===== config.mk =====
export PLATFORM = sky130hd
export DESIGN_NAME = sa_ctrl
export DESIGN_NICKNAME = d
export VERILOG_FILES = /design/src/rtl/sa_pkg.sv /design/src/rtl/sa_skew.sv /design/src/rtl/sa_ctrl.sv
export SDC_FILE = /design/constraint.sdc
export NUM_CORES = 1
export LEC_CHECK = 0
export BUFFER_PORTS_ARGS = -buffer_cell sky130_fd_sc_hd__buf_2
export CAP_MARGIN = 20
export CORE_UTILIZATION = 53
export DETAILED_ROUTE_END_ITERATION = 16
export PLACE_DENSITY = 0.78
export SKIP_LAST_GASP = 1
export SLEW_MARGIN = 10
export SYNTH_ARGS = -nofsm -noshare
export SYNTH_HDL_FRONTEND = slang
export SYNTH_SLANG_ARGS = --single-unit

===== constraint.sdc =====
create_clock -name clk -period 3.4 [get_ports clk]
set_clock_uncertainty 0.2 [all_clocks]
set_input_delay 0 -clock clk [delete_from_list [all_inputs] [get_ports clk]]
set_output_delay 0 -clock clk [all_outputs]
set_load 0.05 [all_outputs]

===== src/rtl/sa_pkg.sv =====
// Shared definitions for the 8x8 systolic array sequencer: array size,
// drain length, array operation codes and the sequencer state encoding.
package sa_pkg;

    localparam int N            = 8;
    localparam int DRAIN_CYCLES = 16;

    // The PE decodes these values identically.
    localparam logic [2:0] OP_HOLD  = 3'd0;
    localparam logic [2:0] OP_CLEAR = 3'd1;
    localparam logic [2:0] OP_MAC   = 3'd2;

    typedef enum logic [2:0] {
        IDLE  = 3'd0,
        CLEAR = 3'd1,
        FEED  = 3'd2,
        DRAIN = 3'd3,
        DONE  = 3'd4
    } state_t;

endpackage


===== src/rtl/sa_skew.sv =====
// Triangular delay bank: lane i of the output is lane i of the input
// delayed by exactly i registers (lane 0 passes straight through).
module sa_skew #(
    parameter int WIDTH = 8,
    parameter int N     = 8
) (
    input  logic               clk,
    input  logic               reset,
    input  logic [N*WIDTH-1:0] i_data,
    output logic [N*WIDTH-1:0] o_data
);

    for (genvar i = 0; i < N; i++) begin : g_lane
        if (i == 0) begin : g_pass
            assign o_data[WIDTH-1:0] = i_data[WIDTH-1:0];
        end else begin : g_dly
            logic [WIDTH-1:0] r_tap [i];

            always_ff @(posedge clk) begin
                if (reset) begin
                    for (int s = 0; s < i; s++) begin
                        r_tap[s] <= '0;
                    end
                end else begin
                    r_tap[0] <= i_data[i*WIDTH +: WIDTH];
                    for (int s = 1; s < i; s++) begin
                        r_tap[s] <= r_tap[s-1];
                    end
                end
            end

            assign o_data[i*WIDTH +: WIDTH] = r_tap[i-1];
        end
    end

endmodule


===== src/rtl/sa_ctrl.sv =====
// Job sequencer for the 8x8 systolic array: clear, feed K skewed operand
// rows/columns, drain, signal done. Optional busy-cycle counter: SA_CTRL_PERF_EN.
module sa_ctrl
    import sa_pkg::*;
#(
    parameter int ACT_WIDTH    = 8,
    parameter int WGT_WIDTH    = 8,
    parameter int OP_SIG_WIDTH = 3,
    parameter int K_WIDTH      = 8,
    parameter int ADDR_WIDTH   = 8
) (
    input  logic                    clk,
    input  logic                    reset,
    input  logic                    start,
    input  logic [K_WIDTH-1:0]      k_len,
    output logic                    busy,
    output logic                    done,
    output logic                    result_valid,
    output logic                    act_rd_en,
    output logic [ADDR_WIDTH-1:0]   act_rd_addr,
    input  logic [N*ACT_WIDTH-1:0]  act_rd_data,
    output logic                    wgt_rd_en,
    output logic [ADDR_WIDTH-1:0]   wgt_rd_addr,
    input  logic [N*WGT_WIDTH-1:0]  wgt_rd_data,
    output logic [OP_SIG_WIDTH-1:0] sa_op,
    output logic [N*ACT_WIDTH-1:0]  sa_a,
    output logic [N*WGT_WIDTH-1:0]  sa_w,
    output logic [31:0]             perf_cycles
);

    localparam int DCNT_W = $clog2(DRAIN_CYCLES);

    state_t                  r_state;
    logic [K_WIDTH-1:0]      r_k;
    logic [ADDR_WIDTH-1:0]   r_addr;
    logic [DCNT_W-1:0]       r_drainCnt;
    logic                    r_busy;
    logic                    r_done;
    logic                    r_resultValid;
    logic                    r_rdEn;
    logic                    r_rdVld;
    logic [OP_SIG_WIDTH-1:0] r_op;

    logic [ADDR_WIDTH:0]     w_addrInc;
    logic                    w_lastAddr;
    logic [N*ACT_WIDTH-1:0]  w_actGated;
    logic [N*WGT_WIDTH-1:0]  w_wgtGated;

    // One extra bit so the final-address compare cannot overflow at K max.
    assign w_addrInc  = {1'b0, r_addr} + 1'b1;
    assign w_lastAddr = (w_addrInc == (ADDR_WIDTH+1)'(r_k));

    always_ff @(posedge clk) begin
        if (reset) begin
            r_state       <= IDLE;
            r_k           <= '0;
            r_addr        <= '0;
            r_drainCnt    <= '0;
            r_busy        <= 1'b0;
            r_done        <= 1'b0;
            r_resultValid <= 1'b0;
            r_rdEn        <= 1'b0;
            r_op          <= OP_SIG_WIDTH'(OP_HOLD);
        end else begin
            r_done <= 1'b0;
            case (r_state)
                IDLE: begin
                    if (start) begin
                        r_k           <= k_len;
                        r_state       <= CLEAR;
                        r_busy        <= 1'b1;
                        r_resultValid <= 1'b0;
                        r_op          <= OP_SIG_WIDTH'(OP_CLEAR);
                    end
                end
                CLEAR: begin
                    if (r_k == '0) begin
                        r_state       <= DONE;
                        r_op          <= OP_SIG_WIDTH'(OP_HOLD);
                        r_done        <= 1'b1;
                        r_resultValid <= 1'b1;
                    end else begin
                        r_state <= FEED;
                        r_op    <= OP_SIG_WIDTH'(OP_MAC);
                        r_rdEn  <= 1'b1;
                        r_addr  <= '0;
                    end
                end
                FEED: begin
                    if (w_lastAddr) begin
                        r_state    <= DRAIN;
                        r_rdEn     <= 1'b0;
                        r_addr     <= '0;
                        r_drainCnt <= '0;
                    end else begin
                        r_addr <= r_addr + 1'b1;
                    end
                end
                DRAIN: begin
                    // Covers memory latency, skew/propagation and the PE register.
                    if (r_drainCnt == DCNT_W'(DRAIN_CYCLES - 1)) begin
                        r_state       <= DONE;
                        r_op          <= OP_SIG_WIDTH'(OP_HOLD);
                        r_done        <= 1'b1;
                        r_resultValid <= 1'b1;
                    end else begin
                        r_drainCnt <= r_drainCnt + 1'b1;
                    end
                end
                DONE: begin
                    r_state <= IDLE;
                    r_busy  <= 1'b0;
                end
                default: begin
                    r_state <= IDLE;
                end
            endcase
        end
    end

    always_ff @(posedge clk) begin
        if (reset) begin
            r_rdVld <= 1'b0;
        end else begin
            r_rdVld <= r_rdEn;
        end
    end

    // Zeros outside the read window keep stale buffer data out of the MACs.
    assign w_actGated = r_rdVld ? act_rd_data : '0;
    assign w_wgtGated = r_rdVld ? wgt_rd_data : '0;

    sa_skew #(
        .WIDTH (ACT_WIDTH),
        .N     (N)
    ) u_actSkew (
        .clk    (clk),
        .reset  (reset),
        .i_data (w_actGated),
        .o_data (sa_a)
    );

    sa_skew #(
        .WIDTH (WGT_WIDTH),
        .N     (N)
    ) u_wgtSkew (
        .clk    (clk),
        .reset  (reset),
        .i_data (w_wgtGated),
        .o_data (sa_w)
    );

`ifdef SA_CTRL_PERF_EN
    logic [31:0] r_perfCnt;
    logic [31:0] r_perfCycles;

    // The DONE cycle itself is busy, hence the +1 when snapshotting.
    always_ff @(posedge clk) begin
        if (reset) begin
            r_perfCnt    <= '0;
            r_perfCycles <= '0;
        end else begin
            if (r_state == IDLE) begin
                if (start) begin
                    r_perfCnt <= '0;
                end
            end else begin
                r_perfCnt <= r_perfCnt + 32'd1;
            end
            if (r_state == DONE) begin
                r_perfCycles <= r_perfCnt + 32'd1;
            end
        end
    end

    assign perf_cycles = r_perfCycles;
`else
    assign perf_cycles = 32'd0;
`endif

    assign busy         = r_busy;
    assign done         = r_done;
    assign result_valid = r_resultValid;
    assign act_rd_en    = r_rdEn;
    assign wgt_rd_en    = r_rdEn;
    assign act_rd_addr  = r_addr;
    assign wgt_rd_addr  = r_addr;
    assign sa_op        = r_op;

endmodule


; ---- Word level (Yosys, flattened, before mapping)
; Memories as Yosys holds them, arrays and structs flattened.
; Cells that the tools add are included.
[word_totals]
ff_bits = 31
mem_bits_rw = 448
memories = 14
[mem_list]
columns = name, words, word_bits, rd, rd_ports_with_merged_regs, wr, line_no
row1 = u_actSkew.g_lane[7].g_dly.r_tap, 7, 8, 7, 0, 7, sa_skew.sv:17  ; logic [WIDTH-1:0] r_tap [i];
row2 = u_wgtSkew.g_lane[7].g_dly.r_tap, 7, 8, 7, 0, 7, sa_skew.sv:17
row3 = u_actSkew.g_lane[6].g_dly.r_tap, 6, 8, 6, 0, 6, sa_skew.sv:17
row4 = u_wgtSkew.g_lane[6].g_dly.r_tap, 6, 8, 6, 0, 6, sa_skew.sv:17
row5 = u_actSkew.g_lane[5].g_dly.r_tap, 5, 8, 5, 0, 5, sa_skew.sv:17
row6 = u_wgtSkew.g_lane[5].g_dly.r_tap, 5, 8, 5, 0, 5, sa_skew.sv:17
row7 = +8 memories, --, --, --, --, --, --
[op_classes]
n_addsub = 3
eq_ne = 12
n_mux = 89
n_bitwise = 54
reduce_logical = 16
[ops]
columns = op, count
row1 = 8-bit 2-to-1 mux, 58
row2 = 64-bit 2-to-1 mux, 2
row3 = 1-bit OR, 54
row4 = 8-bit one-hot mux with 2 select lines, 1
row5 = 8-bit OR reduction, 2
row6 = 3-bit 2-to-1 mux, 5
row7 = 1-bit 2-to-1 mux, 13
row8 = "2-bit inequality test, second input constant", 6
row9 = 3-bit one-hot mux with 4 select lines, 1
row10 = 3-bit AND reduction, 4
row11 = "8-bit by 1-bit adder with 9-bit output, second input constant", 1
row12 = 9-bit by 8-bit equality test with 1-bit output, 1
row13 = 3-bit one-hot mux with 3 select lines, 1
row14 = "8-bit by 1-bit adder with 8-bit output, second input constant", 1
row15 = 8-bit logical NOT, 1
row16 = 4-bit 2-to-1 mux, 2
row17 = 4-bit one-hot mux with 2 select lines, 1
row18 = "3-bit by 2-bit equality test with 1-bit output, second input constant", 2
row19 = 1-bit one-hot mux with 2 select lines, 3
row20 = 2-bit AND reduction, 3
row21 = 2-bit nonzero test, 3
row22 = "4-bit by 1-bit adder with 4-bit output, second input constant", 1
row23 = "4-bit equality test, second input constant", 1
row24 = 4-bit AND reduction, 1
row25 = other kinds (6), 6

; ---- Longest topological paths before layout
[logic_depth]
depth_word = 4
depth_mapped = 8
mapped_depth_nobuf = 7

; ---- Cells and area by module
; From an unflattened synthesis, not the netlist that was laid out.
[unflattened]
hier_cells = 1384
hier_area_um2 = 16295.6
[by_module_without_submodules]
columns = mod, instances, cells_each, area_each_um2, seq_area_each_um2
row1 = sa_skew, 2, 505, 6782.8, 4484.3
row2 = sa_ctrl, 1, 374, 2730.1, 600.6

; ---- Worst setup path after synthesis
; No wires, ideal clock.
[synth_timing]
kind = reg2reg
start = register r_addr[0], in the netlist act_rd_addr[0]
end = register r_addr[2], in the netlist act_rd_addr[2]
setup_ns = 0.122
arrival_ns = 2.769
required_time_ns = 3.078
setup_slack_ns = 0.308
path_stages_with_launch = 9
path_buffers = 1
synth_period_minus_slack_ns = 3.092
cell_sequence = dfxtp_1 > ha_1 > and3_1 > buf_6 > a21oi_1 > or4b_4 > a211oi_4 > a21oi_4 > a311o_1
[synth_between]
elab_chain_cells = 4
elab_cells_between_ends = 5
[synth_rtl]
columns = item, line_no
row1 = from (decl), sa_ctrl.sv:35  ; logic [ADDR_WIDTH-1:0] r_addr;
row2 = from (signal assigned), sa_ctrl.sv:96  ; r_addr <= r_addr + 1'b1;
row3 = 8-bit by 1-bit adder with 9-bit output, sa_ctrl.sv:50  ; assign w_addrInc = {1'b0, r_addr} + 1'b1;
row4 = 9-bit by 8-bit equality test with 1-bit output, sa_ctrl.sv:51  ; assign w_lastAddr = (w_addrInc == (ADDR_WIDTH+1)'(r_k));
row5 = 8-bit 2-to-1 mux (*), sa_ctrl.sv:90  ; if (w_lastAddr) begin
row6 = 8-bit one-hot mux with 2 select lines (*), sa_ctrl.sv:66  ; case (r_state)
; Mark *: on every way between the ends. The rest lies on a longest branch, timed or not.
; A chain may end at the register's enable or synchronous reset.

; ---- Worst setup path after layout
[layout_timing]
start = register r_addr[0], in the netlist act_rd_addr[0]
end = register r_addr[3], in the netlist act_rd_addr[3]
; The elaborated chain is that of the path after synthesis.

==> results.md <==
- Register area share after synthesis: 66.0%
- Area of the multi-input gates: 3930 sq um
- Worst IR Drop VDD: 0.000488 V
- Wirelength per Cell: 14.0 microns
- Fin. Hold Viols: 0
- Number of post-CTS setup repair buffers: 0
- Crit path from: act_rd_addr[0]
- Drt via density: 4.50
- Clock slew at the register clock pins of the worst setup and hold paths: 0.07 ns
- Period utilisation layout: 92.8%
- Number of DRC violations after detailed-routing iteration 0: 460
- Setup crit end kind: flip-flop
- Worst setup margin: 0.246 ns
- Routed WL: 28300 microns
- Syn_area_per_cell: 11.4 sq um
- Setup TNS: 0 ns
- Min Tclk post-route: 3.15 ns
- RSZ-0062 raised after global routing: false
- Setup Crit Path Kind: reg2reg
- Num Clock Sinks: 478
- Arr. time, crit path: 3.37 ns
- Worst hold-check path type: in2reg
- Site Rows: 60
- Fin. max-slew vios: 0
- Vias: 9103
- Port Buffers: 289
- CTS tree: yes
- Lkg Pwr: 8.39 nW
- Critical R2R Launch: act_rd_addr[0]
- Clock root cell: clkbuf_16
- CP Max Fanout: 10
- Post-synthesis cell count: 1266
- Asr flop ratio synth: 0%
- Yosys reg bits: 478
- Antenna-violating nets left: 0
- Placer Congestion: 0.870
- Max Clock Freq: 317 MHz
- CTS H-tree lvls: 2
- First-pass GRT wire length: 44600 microns
- Crit path launch type: flip-flop
- Initial Utilization: 53.9%
- Least-Margin Pin Slew: 0.920 ns
- Worst Reg-to-Reg Cells: 7
- Status: completed
- Yosys cell types: 45
- Worst setup endpoint: act_rd_addr[3]
- GRT Residual Overflow: 0
- Design area: 18900 sq um
- Fill count: 1785
- R2R setup slack: 0.25 ns
- Max Cap Viol: 0
- CTS hold repair buffers: 186
- Initial antenna violation count: 2
- Pre-antenna DRT Iters: 8
- Share of layout cells above drive strength 1: 22.2%
- Mapped Area: 14500 sq um
- Clk_lat worst skew: 0.52 ns
- Core box area: 26900 sq um
- Post-detail-place hpwl: 13700 microns
- Slew headroom: 38.7%
- Die Span X: 167 microns
- Setup WS pre-CTS: 0.394 ns
- Clock Path Buffers: 3
- Fin nets: 1790
- Final setup violation count: 0
- Dpl cell area: 15500 sq um
- Post-synth EDFFs: 0
- Vias in the first global route: 9111
- GRT Total Usage: 19.9%
- PwrDens: 628 nW/um^2
- Largest net degree at the start of global routing: 158
- Die H: 167 microns
- Top FF cell, synth: dfxtp_1
- Data required, critical path: 3.62 ns
- Synth Warn #: 0
- CTS resizes: 0
- Area grow syn2layout: 30.5%
- Reg area: 9570 sq um
- # IOs: 323
- CTS buffer count: 45
- Critical R2R Capture: act_rd_addr[3]
- Die Area: 28000 sq um
- # DRC: 0
-- final cells by class --
type | instances | area share (%)
Antenna cell | 2 | 0.0265
Timing Repair Buffer | 479 | 17.8
Sequential cell | 478 | 50.6
Multi-Input combinational cell | 641 | 20.8
Clock buffer | 63 | 6.96
Inverter | 4 | 0.0794
Tap cell | 341 | 2.26
Clock inverter | 17 | 1.44
-- worst min-delay path by stage --
stage / to / cells past startpoint / from
after CTS: u_wgtSkew.g_lane[1].g_dly.r_tap[0][4] / 3 / wgt_rd_data[12]
after floorplan: u_actSkew.g_lane[1].g_dly.r_tap[0][0] / 1 / act_rd_data[8]
final: u_actSkew.g_lane[4].g_dly.r_tap[0][5] / 3 / act_rd_data[37]
after detailed placement: u_actSkew.g_lane[3].g_dly.r_tap[0][3] / 2 / act_rd_data[27]
after global placement: u_actSkew.g_lane[1].g_dly.r_tap[0][2] / 2 / act_rd_data[10]
after global routing: u_actSkew.g_lane[4].g_dly.r_tap[0][5] / 3 / act_rd_data[37]
-- sequential cells by signal, indices dropped and copies added (netlist names) --
name and count:
result_valid 1, act_rd_addr 8, done 1, r_k 8, u_actSkew.g_lane.g_dly.r_tap 224, sa_op 2, r_state 3, u_wgtSkew.g_lane.g_dly.r_tap 224
r_drainCnt 4, busy 1, r_rdVld 1, act_rd_en 1
-- critical path, stage by stage (launching register included) --
cell and delay [ns]:
dfxtp_1 0.46, ha_1 0.31, and3_1 0.32, a21oi_1 0.11, or4b_4 0.56, a211oi_4 0.53
a2111oi_0 0.24, a211o_1 0.31
-- through the flow --
stage / util, % / hold slack, ns / total power [mW] / cells
floorplan: - / -0.0783 / 6.37 / 1298
global placement: 57.5 / -0.000565 / 6.49 / 1757
detailed placement: 57.5 / 0.00107 / 6.51 / 1757
CTS: 70.3 / 0.00243 / 11.9 / 2023
global route: 70.3 / 0.00698 / 12.3 / 2025
finish: 70.3 / 0.00605 / 11.9 / 2025
-- power breakdown --
group / internal, mW / leakage, nW / total (mW) / switching [mW]
Sequential: 5.70 / 3.85 / 5.75 / 0.0559
Combinational: 0.351 / 3.77 / 0.853 / 0.502
Clock: 3.23 / 0.774 / 5.26 / 2.03
-- synth_stat cells (2+ instances only) --
master / instances / share of area (%)
a2111oi_0: 4 / 0.24
a211oi_1: 2 / 0.10
a21oi_1: 20 / 0.69
a221o_1: 4 / 0.28
and2_1: 134 / 5.8
and3_1: 5 / 0.22
buf_1: 2 / 0.052
buf_4: 114 / 5.9
buf_6: 2 / 0.16
clkbuf_1: 55 / 1.4
dfxtp_1: 478 / 66
ha_1: 2 / 0.17
inv_1: 4 / 0.10
mux2_2: 2 / 0.16
nand2_1: 26 / 0.67
nand2b_1: 4 / 0.17
nand3_1: 11 / 0.38
nand4_1: 3 / 0.13
nor2_1: 13 / 0.34
nor2b_1: 340 / 15
nor3_1: 4 / 0.14
nor4_1: 5 / 0.22
o21ai_0: 2 / 0.069
xnor2_1: 7 / 0.42
xor2_1: 3 / 0.18
-- cell families after synthesis --
group	count (synthesis)	synth area share, %
XOR/XNOR	10	0.605
AND/OR/NAND/NOR	550	23.1
multiplexers	2	0.155
other	1	0.0259
AO/OA/AOI/OAI	44	2.23
flip-flops	478	66.0
adder cells (fa/ha/maj)	2	0.173
buffers and inverters	179	7.71
-- placed cells by master (no fill, tap or decap), drive strengths merged, types with 5 or more instances in the layout --
cell type / synthesis / final
xnor2: 7 / 7
buf: 119 / 293
bufinv: 0 / 7
clkinv: 0 / 6
nor2b: 340 / 340
a21oi: 21 / 21
clkbuf: 56 / 63
and3: 6 / 6
nand2: 26 / 26
nor4: 5 / 5
dfxtp: 478 / 478
inv: 4 / 5
dlygate4sd3: 0 / 186
nor2: 13 / 13
conb: 1 / 33
and2: 134 / 134
nand3: 11 / 11
-- layer usage --
metal  wire [microns]  vias to the layer above  part of all wire (%)  GRT usage (%)
li1                 -                     4530                     -              -
met3             1750                       92                   6.2           4.82
met2            14900                      332                    53           38.3
met4             1090                        0                   3.9           9.21
met5                0                        -                     0              0
met1            10500                     4149                    37           20.0
Power figures use the tool's default switching activity.
